## config.mk

```make
export PLATFORM = sky130hd
export DESIGN_NAME = smc_rdata_pack_lite8
export DESIGN_NICKNAME = d
export VERILOG_FILES = /design/src/rtl/smc_rdata_pack_lite8.sv
export SDC_FILE = /design/constraint.sdc
export NUM_CORES = 1
export LEC_CHECK = 0
export ABC_CLOCK_PERIOD_IN_PS = 2300
export CAP_MARGIN = 5
export CORE_ASPECT_RATIO = 0.5
export CORE_MARGIN = 2
export CORE_UTILIZATION = 25
export DETAILED_ROUTE_END_ITERATION = 12
export GPL_TIMING_DRIVEN = 0
export PLACE_DENSITY = 0.5
export SYNTH_ARGS = -nofsm -noshare
export SYNTH_HDL_FRONTEND = slang
export SYNTH_SLANG_ARGS = --single-unit
```

## constraint.sdc

```tcl
create_clock -name sys_clk8 -period 2.3 [get_ports sys_clk8]
set_clock_uncertainty 0.05 [all_clocks]
set_input_delay 0.23 -clock sys_clk8 [delete_from_list [all_inputs] [get_ports sys_clk8]]
set_output_delay 0.23 -clock sys_clk8 [all_outputs]
set_load 0.01 [all_outputs]
```

## src/rtl/smc_rdata_pack_lite8.sv

```systemverilog
`default_nettype none
// ============================================================================
// Module   : smc_rdata_pack_lite8
// Purpose  : Read-data return path of the lite static memory controller.
//            Collects external-memory read beats (one per smc_sample8) and
//            assembles them into a single 32-bit AHB read word. The word is
//            presented with a one-cycle rdata_valid8 strobe.
// Ports    : sys_clk8       - system clock, rising edge
//            sys_reset8     - synchronous active-high reset
//            valid_access8  - start of a new access (latches sizes/address)
//            v_xfer_size8   - transfer size 00=8b 01=16b 10=32b 11=invalid
//            v_bus_size8    - external bus width 00=8b 01=16b 10=32b 11=invalid
//            v_addr8        - AHB address bits [1:0]
//            smc_sample8    - one read beat is valid on data_smc8
//            data_smc8      - external memory read data
//            smc_hrdata8    - assembled AHB read data (held until next word)
//            rdata_valid8   - one-cycle pulse, smc_hrdata8 complete
//            pack_busy8     - beats outstanding
// Revision : 1.0 - initial release
// ============================================================================
module smc_rdata_pack_lite8 #(
  parameter bit REPLICATE = 1'b1
) (
  input  logic        sys_clk8,
  input  logic        sys_reset8,
  input  logic        valid_access8,
  input  logic [1:0]  v_xfer_size8,
  input  logic [1:0]  v_bus_size8,
  input  logic [1:0]  v_addr8,
  input  logic        smc_sample8,
  input  logic [31:0] data_smc8,
  output logic [31:0] smc_hrdata8,
  output logic        rdata_valid8,
  output logic        pack_busy8
);

  typedef enum logic [1:0] {
    ST_IDLE    = 2'd0,
    ST_COLLECT = 2'd1,
    ST_RESP    = 2'd2
  } state_t;

  localparam logic [1:0] SZ_8   = 2'b00;
  localparam logic [1:0] SZ_16  = 2'b01;
  localparam logic [1:0] SZ_32  = 2'b10;
  localparam logic [1:0] SZ_BAD = 2'b11;

  state_t      state_q, state_d;
  logic [1:0]  xfer_q, xfer_d;
  logic [1:0]  bus_q, bus_d;
  logic [1:0]  addr_q, addr_d;
  logic [2:0]  cnt_q, cnt_d;
  logic [31:0] acc_q, acc_d;
  logic [31:0] hrdata_q, hrdata_d;
  logic        valid_q, valid_d;
  logic        busy_q, busy_d;

  logic [31:0] beat;
  logic [31:0] acc_shift;
  logic [7:0]  res_byte;
  logic [15:0] res_half;
  logic [31:0] result;

  // Number of beats the address generator issues for a size combination.
  function automatic logic [2:0] beat_count(input logic [1:0] xfer,
                                            input logic [1:0] bus);
    logic [2:0] n;
    n = 3'd1;
    if (xfer == SZ_BAD || bus == SZ_BAD) begin
      n = 3'd1;
    end else if (xfer == SZ_32 && bus == SZ_8) begin
      n = 3'd4;
    end else if ((xfer == SZ_32 && bus == SZ_16) ||
                 (xfer == SZ_16 && bus == SZ_8)) begin
      n = 3'd2;
    end
    return n;
  endfunction

  // Lane extraction for the current beat, right-justified.
  always_comb begin
    beat = data_smc8;
    case (bus_q)
      SZ_8:  beat = {24'h0, data_smc8[7:0]};
      SZ_16: beat = {16'h0, data_smc8[15:0]};
      default: begin
        case (xfer_q)
          SZ_8: begin
            case (addr_q)
              2'b00:   beat = {24'h0, data_smc8[7:0]};
              2'b01:   beat = {24'h0, data_smc8[15:8]};
              2'b10:   beat = {24'h0, data_smc8[23:16]};
              default: beat = {24'h0, data_smc8[31:24]};
            endcase
          end
          SZ_16:   beat = addr_q[1] ? {16'h0, data_smc8[31:16]}
                                    : {16'h0, data_smc8[15:0]};
          default: beat = data_smc8;
        endcase
      end
    endcase
  end

  // Beats arrive most significant first, so each new beat is shifted in at
  // the bottom and earlier beats move up by one bus width.
  always_comb begin
    case (bus_q)
      SZ_8:    acc_shift = {acc_q[23:0], beat[7:0]};
      SZ_16:   acc_shift = {acc_q[15:0], beat[15:0]};
      default: acc_shift = beat;
    endcase
  end

  // Place the assembled datum onto the AHB byte lanes.
  always_comb begin
    res_byte = acc_shift[7:0];
    res_half = acc_shift[15:0];
    result   = acc_shift;
    if (xfer_q == SZ_BAD || bus_q == SZ_BAD) begin
      result = 32'h0;
    end else if (xfer_q == SZ_16) begin
      if (REPLICATE) begin
        result = {res_half, res_half};
      end else begin
        result = addr_q[1] ? {res_half, 16'h0} : {16'h0, res_half};
      end
    end else if (xfer_q == SZ_8) begin
      if (REPLICATE) begin
        result = {4{res_byte}};
      end else begin
        result = {24'h0, res_byte} << {addr_q, 3'b000};
      end
    end
  end

  always_comb begin
    state_d  = state_q;
    xfer_d   = xfer_q;
    bus_d    = bus_q;
    addr_d   = addr_q;
    cnt_d    = cnt_q;
    acc_d    = acc_q;
    hrdata_d = hrdata_q;
    valid_d  = 1'b0;

    // A new access always wins: in COLLECT it aborts the partial transfer,
    // in RESP it follows the pulse, and any coincident sample is dropped.
    if (valid_access8) begin
      state_d = ST_COLLECT;
      xfer_d  = v_xfer_size8;
      bus_d   = v_bus_size8;
      addr_d  = v_addr8;
      cnt_d   = beat_count(v_xfer_size8, v_bus_size8);
      acc_d   = 32'h0;
    end else begin
      case (state_q)
        ST_COLLECT: begin
          if (smc_sample8 && cnt_q != 3'd0) begin
            acc_d = acc_shift;
            cnt_d = cnt_q - 3'd1;
            if (cnt_q == 3'd1) begin
              state_d  = ST_RESP;
              valid_d  = 1'b1;
              hrdata_d = result;
            end
          end
        end
        ST_RESP: state_d = ST_IDLE;
        default: state_d = ST_IDLE;
      endcase
    end

    busy_d = (state_d == ST_COLLECT);
  end

  always_ff @(posedge sys_clk8) begin
    if (sys_reset8) begin
      state_q  <= ST_IDLE;
      xfer_q   <= 2'b00;
      bus_q    <= 2'b00;
      addr_q   <= 2'b00;
      cnt_q    <= 3'd0;
      acc_q    <= 32'h0;
      hrdata_q <= 32'h0;
      valid_q  <= 1'b0;
      busy_q   <= 1'b0;
    end else begin
      state_q  <= state_d;
      xfer_q   <= xfer_d;
      bus_q    <= bus_d;
      addr_q   <= addr_d;
      cnt_q    <= cnt_d;
      acc_q    <= acc_d;
      hrdata_q <= hrdata_d;
      valid_q  <= valid_d;
      busy_q   <= busy_d;
    end
  end

  assign smc_hrdata8  = hrdata_q;
  assign rdata_valid8 = valid_q;
  assign pack_busy8   = busy_q;

endmodule
`default_nettype wire
```

==> results by group <==
Floorplan
  • Die footprint: 16500 µm²
  • Starting Density: 26.1%
  • Num rows: 31
  • I/O pins: 76
  • Core Area: 14700 µm²
  • Die width: 179 µm
  • Die Y: 91.8 µm

Drt
  • Number of nets with antenna violations after routing: 0
  • Vias after detailed routing: 4013
  • WL/cell: between 20 and 25 µm
  • Vias per cell: about 5.3
  • DRC viols: 0
  • First-pass DRT Iterations: 5
  • Initial detailed-routing violation count: 385
  • WL final: about 16000 µm

Critical path
  • Worst path slowest cell: a221o_1
  • CP startpoint kind: flip-flop
  • Setup crit end kind: flip-flop
  • Req. time, crit path: 2.45 ns
  • Crit Path Class: reg2reg
  • Worst-path cell chain: buf_2 -> nor2b_1 -> o21ai_2 -> a221o_1 -> o211ai_1 -> a21oi_1
  • CP peak stage delay: ~0.54 ns
  • RR Endpoint: smc_hrdata8[25]
  • Largest fanout on the critical path: 10
  • Reg-to-reg slack, setup: -0.01 ns
  • Critical Path AT: 2.46 ns
  • Reg2reg start: bus_q[1]
  • Reg2reg path depth: 6

Min path
  • Worst Min Path Start: smc_hrdata8[16]
  • HP Class: reg2reg
  • Hold Path End: smc_hrdata8[16]
  • Hold depth: 2

Logic synthesis
  • Biggest area consumer among synthesized cells: dfxtp_1
  • Count leader, synth: dfxtp_1
  • Unique masters post-synth: between 60 and 70
  • Synth cell count leaders: dfxtp_1, nor2_1, nand2_1
  • Sequential-to-total area share from yosys stat: 35.9%
  • Yosys reg bits: 69
  • Synth top area share: 35.9%
  • Cells after Synth: around 470
  • Post-synth EDFFs: 0
  • Fraction of registers with async set/reset: 0%
  • Cell area after synthesis: roughly 3800 µm²
  • Synth area leaders: dfxtp_1, mux2i_1, nor2_1
  • Post-Syn Area per Cell: 8.21 µm²
  • Main flop type after synthesis: dfxtp_1
  • Synthesized Nets: 514
  • Synth warn: 0

Power
  • Overall power: 3.19 mW
  • Clk pwr share: 45.0%
  • Flop pwr share: around 39%
  • Maximum vdd ir drop: about 320 µV
  • Switch share: 28.1%
  • LEAKAGE: 1.86 nW
  • Pint: 2.29 mW
  • Comb pwr share: 16.3%
  • Sw power: 0.895 mW
  • Power per cell area: 598 nW/µm²

Clock tree
  • CTS H-tree lvls: 3
  • TritonCTS clock tree: yes
  • Cts bufs inserted: 9
  • Clock transition at path regs: 0.06 ns
  • CTS root buffer: clkbuf_16
  • CTS Sinks: 69
  • Clk_lat worst skew: 0.34 ns
  • Max clock buf depth: 2

Placement
  • Port buffer count: 75
  • Pre-CTS setup slack: -0.507 ns
  • Placed Area: 4850 µm²
  • Placed cells: 742
  • HPWL Detailed: 11700 µm
  • RD Place Congestion: 0.955

Timing
  • Fin crit share: 100%
  • Final worst slack: -0.00993 ns
  • Endpoints failing setup: 1
  • Highest clock rate: 0.433 GHz
  • RSZ-0062 raised after global routing: true
  • Final worst path period need: 2.31 ns
  • Least-Margin Pin Slew: ~0.71 ns
  • Final slew viol count: 0
  • Fin. Hold Viols: 0
  • Slew headroom: between 50% and 60%
  • Setup TNS: -0.00993 ns
  • Hold_ws: about 0.4 ns

GRT
  • GRT Overall Usage: 19.5%
  • Vias in the first global route: 3836
  • Largest net degree at the start of global routing: 13
  • First-pass GRT wire length: 24200 µm
  • Grt ovf: 0
  • Initial antenna violation count: 0

Final layout
  • Final core occ: 36.2%
  • Share of layout cells above drive strength 1: 13.2%
  • Ant diodes: 0
  • Final nets: 602
  • Area growth from synthesis to layout: 38.6%
  • Non-Filler Instances: 760
  • Post-route design area: 5340 µm²

Flow run
  • Maxcap violations: 0

Run status
  • Status: finished, violations left
  • Failing checks: setup timing
[worst max-delay path by stage]
stage	startpoint	end	slack (ns)	depth (start not counted)
floorplan	cnt_q[0]	smc_hrdata8[31]	0.27	8
global placement	valid_access8	smc_hrdata8[29]	-0.50	6
detailed placement	valid_access8	smc_hrdata8[20]	-0.51	6
CTS	bus_q[1]	smc_hrdata8[25]	-0.02	6
global route	xfer_q[1]	smc_hrdata8[16]	-0.09	7
finish	bus_q[1]	smc_hrdata8[25]	-0.01	6
[power by group through the flow]
stage                     combinational [mW]  sequential [mW]  clock, mW
after detailed placement               0.478             1.26          0
final                                  0.520             1.23       1.44
after CTS                              0.494             1.23       1.46
after floorplan                        0.257             1.25          0
after global placement                 0.480             1.26          0
after global routing                   0.552             1.23       1.51
[critical path: cells and delay by family (launching register included)]
kind	cells	cell delay, ns
DFF	1	0.31
buffers and inverters	1	0.20
and+or+nand+nor	1	0.37
AOI/OAI and AO/OA	4	1.25
[cell families after synthesis]
family                   count (synthesis)  synth area share (%)
adder cells (fa/ha/maj)                  3                 0.975
buffers and inverters                   40                  4.35
XOR/XNOR                                 2                 0.455
AND/OR/NAND/NOR                        181                  22.7
multiplexers                            34                  9.00
flip-flops                              69                  35.9
AO/OA/AOI/OAI                          140                  26.6
[layout by cell type, fill, tap and decap left out, types with 9 or more instances in the layout]
master and n:
dfxtp_1 68, a2bb2oi_1 11, clkbuf_1 12, nand2_1 47, nor2_1 64, mux2i_1 28
a211oi_1 17, clkbuf_2 10, clkbuf_16 9, o21ai_0 16, a21oi_1 31, nor2b_1 14
clkdlybuf4s50_1 75
[cell type report]
type	instances	area [µm²]
inverters	6	22.5
flip-flops and latches	69	1380
fillers	1571	9400
plain buffers	33	166
clock buffers	11	243
multi-input cells	360	2430
well taps	198	248
clock inverters	5	60.1
repair buffers	78	786
[registers in the layout, indices dropped and copies added, names as in the netlist]
| register | flops |
|---|---|
| acc_q | 24 |
| smc_hrdata8 | 32 |
| state_q | 2 |
| addr_q | 2 |
| rdata_valid8 | 1 |
| xfer_q | 2 |
| bus_q | 2 |
| pack_busy8 | 1 |
| cnt_q | 3 |
[metal layers]
layer	track usage, %	wire [µm]
met2	28.8	6780
met1	28.7	8120
met3	4.41	1030
met5	0	0
met4	3.73	116
[timing repair]
item	in CTS	in global routing
resized for setup	17	29
endpoints found under the setup margin	33	39
pin swaps	2	1
setup buffers	3	0
hold buffers	0	0
(Power assumes the default switching activity.)
